$ cat src/rtl/sq6_pkg.sv
// Shared constants, state type and width helper for the squarer back-end stages.
// Imported by sq6_window_acc and sq6_out_buf.
package sq6_pkg;

    localparam int SQ_W   = 12;
    localparam int SQ_MAX = 3969;

    typedef enum logic {
        ACCUM = 1'b0,
        CLOSE = 1'b1
    } acc_state_t;

    function automatic int acc_w(input int window);
        return SQ_W + $clog2(window);
    endfunction

endpackage

$ cat src/rtl/sq6_out_buf.sv
// One-entry result buffer with valid/ready output; a push may coincide with a pop,
// in which case the new result replaces the old one and valid stays high.
module sq6_out_buf
    import sq6_pkg::*;
#(
    parameter int ACC_W = 16
) (
    input  logic             clk,
    input  logic             rst_n,
    input  logic             push,
    input  logic [ACC_W-1:0] push_sum,
    input  logic [SQ_W-1:0]  push_peak,
    input  logic             out_ready,
    output logic             out_valid,
    output logic [ACC_W-1:0] out_sum,
    output logic [SQ_W-1:0]  out_peak
);

    logic pop;

    assign pop = out_valid && out_ready;

    always_ff @(posedge clk or negedge rst_n) begin
        if (!rst_n) begin
            out_valid <= 1'b0;
            out_sum   <= '0;
            out_peak  <= '0;
        end else if (push) begin
            out_valid <= 1'b1;
            out_sum   <= push_sum;
            out_peak  <= push_peak;
        end else if (pop) begin
            // Data is left in place after a pop; only valid drops.
            out_valid <= 1'b0;
        end
    end

endmodule

$ cat src/rtl/sq6_window_acc.sv
// Windowed energy accumulator: sums WINDOW squares, tracks the window peak and
// flags malformed squares, handing each {sum, peak} to a one-entry output buffer.
//
//   state | meaning
//   ------+-----------------------------------------------------------
//   ACCUM | cnt < WINDOW-1, accepted samples are added into acc/peak
//   CLOSE | cnt == WINDOW-1, next accepted sample closes the window
module sq6_window_acc
    import sq6_pkg::*;
#(
    parameter int WINDOW = 16,
    // Derived widths, not meant to be overridden.
    parameter int CNT_W  = $clog2(WINDOW),
    parameter int ACC_W  = acc_w(WINDOW)
) (
    input  logic             clk,
    input  logic             rst_n,
    input  logic             flush,
    input  logic [SQ_W-1:0]  sq_in,
    input  logic             in_valid,
    output logic             in_ready,
    output logic [ACC_W-1:0] out_sum,
    output logic [SQ_W-1:0]  out_peak,
    output logic             out_valid,
    input  logic             out_ready,
    output logic             fmt_err
);

    acc_state_t       state;
    logic [CNT_W-1:0] cnt;
    logic [ACC_W-1:0] acc;
    logic [SQ_W-1:0]  peak_acc;

    logic             accept;
    logic             sq_bad;
    logic             close_push;
    logic [ACC_W-1:0] sum_next;
    logic [SQ_W-1:0]  peak_next;

    // Only the closing sample can be blocked, and only if the buffer cannot drain now.
    assign in_ready   = !(out_valid && !out_ready && (state == CLOSE));
    assign accept     = in_valid && in_ready;
    assign sq_bad     = sq_in[1] || (sq_in > SQ_W'(SQ_MAX));
    assign sum_next   = acc + ACC_W'(sq_in);
    assign peak_next  = (sq_in > peak_acc) ? sq_in : peak_acc;
    assign close_push = accept && !flush && (state == CLOSE);

    always_ff @(posedge clk or negedge rst_n) begin
        if (!rst_n) begin
            state    <= ACCUM;
            cnt      <= '0;
            acc      <= '0;
            peak_acc <= '0;
            fmt_err  <= 1'b0;
        end else begin
            if (accept && sq_bad) begin
                fmt_err <= 1'b1;
            end
            if (flush) begin
                state    <= ACCUM;
                cnt      <= '0;
                acc      <= '0;
                peak_acc <= '0;
            end else if (accept) begin
                case (state)
                    ACCUM: begin
                        acc      <= sum_next;
                        peak_acc <= peak_next;
                        cnt      <= cnt + CNT_W'(1);
                        if (cnt == CNT_W'(WINDOW - 2)) begin
                            state <= CLOSE;
                        end
                    end
                    CLOSE: begin
                        acc      <= '0;
                        peak_acc <= '0;
                        cnt      <= '0;
                        state    <= ACCUM;
                    end
                    default: state <= ACCUM;
                endcase
            end
        end
    end

    sq6_out_buf #(
        .ACC_W (ACC_W)
    ) u_out_buf (
        .clk       (clk),
        .rst_n     (rst_n),
        .push      (close_push),
        .push_sum  (sum_next),
        .push_peak (peak_next),
        .out_ready (out_ready),
        .out_valid (out_valid),
        .out_sum   (out_sum),
        .out_peak  (out_peak)
    );

endmodule

$ cat config.mk
export PLATFORM = sky130hd
export DESIGN_NAME = sq6_window_acc
export DESIGN_NICKNAME = d
export VERILOG_FILES = /design/src/rtl/sq6_pkg.sv /design/src/rtl/sq6_out_buf.sv /design/src/rtl/sq6_window_acc.sv
export SDC_FILE = /design/constraint.sdc
export NUM_CORES = 1
export LEC_CHECK = 0
export CAP_MARGIN = 20
export CELL_PAD_IN_SITES_DETAIL_PLACEMENT = 0
export CELL_PAD_IN_SITES_GLOBAL_PLACEMENT = 1
export CORE_ASPECT_RATIO = 0.6
export CORE_MARGIN = 2
export CORE_UTILIZATION = 46
export DETAILED_ROUTE_END_ITERATION = 7
export PLACE_DENSITY = 0.82
export RECOVER_POWER = 100
export REMOVE_ABC_BUFFERS = 1
export SLEW_MARGIN = 10
export SYNTH_ARGS = -nofsm -noshare
export SYNTH_HDL_FRONTEND = slang
export SYNTH_SLANG_ARGS = --single-unit
$ cat constraint.sdc
create_clock -name clk -period 4.8 [get_ports clk]
set_clock_uncertainty 0.2 [all_clocks]
set_input_delay 0.48 -clock clk [delete_from_list [all_inputs] [get_ports clk]]
set_output_delay 0.48 -clock clk [all_outputs]
set_load 0.05 [all_outputs]
==> results.txt <==
The run finished, with violations left. The final reports fail on capacitance limit, slew limit. The clock passes through at most 2 buffers. The post-route clock period utilization is 0.6968.

The average cell area after synthesis came out at 9.910 um2. The number of top-level pins came out at 48. The total overflow reported by the global router came out at 0. The cell area after layout is 4299 um2. The total number of H-tree levels came out at 3. The area of the die came out at 8319 um2. The async set or reset register ratio after synthesis came out at 1.000.

The biggest fanout along the worst timing path came out at 13. The number of hold-slack violations in the final timing report is 0. The clock tree from TritonCTS is yes. The critical path data arrival time came out at 3.40 ns. After detailed placement, the design holds a cell count of 493. The weighted congestion reported at the end of routability-driven placement is 0.8505. The number of buffer and inverter stages on the critical path came out at 1. The relative max-transition margin is -0.004426.

After detailed routing, the total wire length is 7931 um. Leaving out fill and tap cells, the most frequent cells in the layout are sky130_fd_sc_hd__nand2_1, sky130_fd_sc_hd__dfrtp_1, sky130_fd_sc_hd__dlygate4sd3_1, sky130_fd_sc_hd__o21ai_0, sky130_fd_sc_hd__ha_1. The pin count of the biggest net entering global routing came out at 46.

In this run the clock root is driven by a sky130_fd_sc_hd__clkbuf_16. The first routing iteration left 100 violations. The static leakage power came out at 0.002095 uW. STA puts the critical path data required time at 4.86 ns. The share of final-layout standard cells stronger than drive strength 1 is 0.06650. The synthesized netlist occupies a cell area of 3488 um2. For this run, the register share of the synthesized area comes to 0.4519. Fill cells in the final layout number 680. Among all stages on the critical path, the largest delay is contributed by sky130_fd_sc_hd__o21bai_1.

After synthesis, the cell types taking the most area are sky130_fd_sc_hd__dfrtp_1, sky130_fd_sc_hd__ha_1, sky130_fd_sc_hd__nand2_1. The worst hold path cell count came out at 2. The final standard cell utilization of the core is 0.5892. For this run, the leading register cell type out of synthesis is sky130_fd_sc_hd__dfrtp_1. For this run, the top clock speed supported by timing is 299.0 MHz. The die is 116.4 um wide. The count of pins over their slew limit came to 46. The first-pass GRT wire length came out at 13680 um. The remaining antenna violation count after routing came out at 0. The growth of design area from synthesis to finish is 23.24%. The cell count after synthesis came out at 352. After clock tree synthesis, the clock-pin slew on the worst setup and hold paths is 0.05 ns.

The worst hold path belongs to the class reg -> reg. Buffers inserted during clock tree synthesis total 9. Among cell families on the critical path, the largest total delay comes from compound AO/OA/AOI/OAI gates. The first-pass iteration count of the detailed router came out at 4. The final sum of negative setup slack is 0 ns. The total power is 1505 uW. For flop-to-flop paths, the worst setup slack is 1.83 ns. Once detailed placement completed, the half-perimeter wirelength came to 5666 um. Setup repair after global routing left no endpoint under its margin. The Yosys step of the flow raised 0 warnings.

Of the post-synthesis cell area, the dominant cell type holds 0.4519. The detailed-route via count came out at 2647. The initial antenna violation count was 0. The per-cell via count in the routed design is 5.190. The clock period could shrink to 3.345 ns. The type of destination of the critical path is a register. The number of flops mapped to enable cells by yosys came out at 0. Summed over all instances, the cell type with the most area after synthesis is sky130_fd_sc_hd__dfrtp_1. At the later pin of the worst-skew pair, clock insertion delay measures 0.33 ns.

The total global routing track utilization is 0.2193. The synthesized design contains 63 register bits. The total power density per cell area came out at 350.0 nW/um2. The number of max-cap violations came out at 1. The maximum vdd drop came out at 0.2033 mV. For this configuration, the core starts out at a cell density of 0.4781. The clock net in this run drives a total of 63 sinks. The critical path goes through dlygate4sd3_1, ha_1, nand4_1, nor3_1, a31oi_4, o21bai_1, a22o_1. The critical path is of the in -> reg type. The number of logic stages on the critical path including buffering is 7. The number of diodes is 0. The core region area came out at 7297 um2. The site row count is 24. The average routed wire per standard cell is 15.55 um. At the pin with the least slew margin, the transition time is 1.502 ns. The number of resized instances in the post-cts repair step is 0. The placed cell area came out at 4008 um2.

The number of standard cells in the layout, taps in and fillers out came out at 510. The number of design rule violations left after detail routing came out at 0. The number of cells on the worst reg-to-reg path is 7. The setup violation total in the final timing report came out at 0. The critical path's largest stage delay came out at 0.85 ns.

The post-layout net count is 445. Leaving out fill and tap cells, the most frequent cell in the layout is sky130_fd_sc_hd__nand2_1. The number of buffer cells added on primary ports came out at 47.

The vertical die dimension came out at 71.46 um. The count of cell types in the netlist came out at 49. The worst setup path is launched from a primary input. The via count of the first global-routing pass is 2706.
-- synthesized netlist by cell type, types with 3 or more instances --
library cell               number
sky130_fd_sc_hd__a31oi_1        3
sky130_fd_sc_hd__o21ai_0       33
sky130_fd_sc_hd__nor2_1        10
sky130_fd_sc_hd__nand3_1        8
sky130_fd_sc_hd__xnor2_1        7
sky130_fd_sc_hd__and2_1         3
sky130_fd_sc_hd__a22o_1        21
sky130_fd_sc_hd__nor3_1         5
sky130_fd_sc_hd__xor2_1         8
sky130_fd_sc_hd__o21bai_1       3
sky130_fd_sc_hd__nand2_1       67
sky130_fd_sc_hd__nor2b_1        3
sky130_fd_sc_hd__a21oi_1       16
sky130_fd_sc_hd__a21o_1         3
sky130_fd_sc_hd__clkbuf_1       5
sky130_fd_sc_hd__and3_1         4
sky130_fd_sc_hd__dfrtp_1       63
sky130_fd_sc_hd__mux2i_1       13
sky130_fd_sc_hd__nand2b_1       4
sky130_fd_sc_hd__inv_1         13
sky130_fd_sc_hd__ha_1          26
-- worst register-to-register path, cell delays in order (launching register included) --
cell and delay (ns):
sky130_fd_sc_hd__dfrtp_1 0.38, sky130_fd_sc_hd__inv_1 0.06, sky130_fd_sc_hd__ha_1 0.29, sky130_fd_sc_hd__nand4_1 0.16, sky130_fd_sc_hd__nor3_1 0.47, sky130_fd_sc_hd__a31oi_4 0.20
sky130_fd_sc_hd__o21bai_1 0.85, sky130_fd_sc_hd__a22o_1 0.28
-- layout make-up --
class / count / area (um2) / area share
Multi-Input combinational cell: 263 / 1755 / 0.4083
Sequential cell: 63 / 1577 / 0.3667
Timing Repair Buffer: 51 / 493.0 / 0.1147
Clock buffer: 13 / 280.3 / 0.06519
Tap cell: 104 / 130.1 / 0.03027
Inverter: 13 / 48.80 / 0.01135
Clock inverter: 3 / 15.01 / 0.003492
-- worst paths after layout --
path,start,endpoint
max in group asynchronous,rst_n,u_out_buf.out_sum[4]$_DFFE_PN0P_
worst min-delay path,u_out_buf.out_sum[4]$_DFFE_PN0P_,u_out_buf.out_sum[4]$_DFFE_PN0P_
worst max-delay path,sq_in[8],peak_acc[2]$_DFFE_PN0P_
min in group asynchronous,rst_n,peak_acc[9]$_DFFE_PN0P_
worst max register to register,peak_acc[9]$_DFFE_PN0P_,peak_acc[2]$_DFFE_PN0P_
worst min register to register,u_out_buf.out_sum[4]$_DFFE_PN0P_,u_out_buf.out_sum[4]$_DFFE_PN0P_
-- report_power, final --
| group | switching (uW) | total, uW | internal [uW] | leakage (uW) |
|---|---|---|---|---|
| logic | 175 | 297 | 121 | 0.00109 |
| clock network | 222 | 625 | 402 | 0.000151 |
| registers | 21.8 | 583 | 562 | 0.000856 |
| total | 419 | 1500 | 1090 | 0.00209 |
-- state kept, by name, indices dropped and copies added, names as in the netlist --
name / cells
acc: 16
cnt: 4
fmt_err: 1
peak_acc: 12
state: 1
u_out_buf.out_peak: 12
u_out_buf.out_sum: 16
u_out_buf.out_valid: 1
-- per-stage QoR --
stage / hold slack [ns] / worst slack [ns]
after detailed placement: 0.2613 / 1.172
after CTS: 0.2756 / 1.531
after global routing: 0.2874 / 1.272
after global placement: 0.2587 / 1.234
after floorplan: -0.01559 / 1.731
final: 0.2664 / 1.455
-- kinds of logic after synthesis --
kind of cell             after synthesis  share of synthesized area
AND/OR/NAND/NOR                      113                     0.1474
AO/OA/AOI/OAI                         93                     0.1779
flip-flops                            63                     0.4519
adder cells (fa/ha/maj)               27                    0.09900
buffers and inverters                 26                    0.04233
XOR/XNOR                              15                    0.03766
multiplexers                          15                    0.04376
-- metal layers --
layer / up-vias / part of all wire / track usage
li1: 1343 / - / -
met1: 1245 / 0.55 / 0.3226
met2: 55 / 0.40 / 0.3081
met3: 4 / 0.043 / 0.06768
met4: 0 / 0.0045 / 0.07143
met5: - / 0 / 0
-- repair_timing --
action	in CTS	in global routing
endpoints found under the hold margin	26	0
hold buffers	1	0
buffers inserted	0	0
No activity file was read; power rests on OpenSTA's default activity.
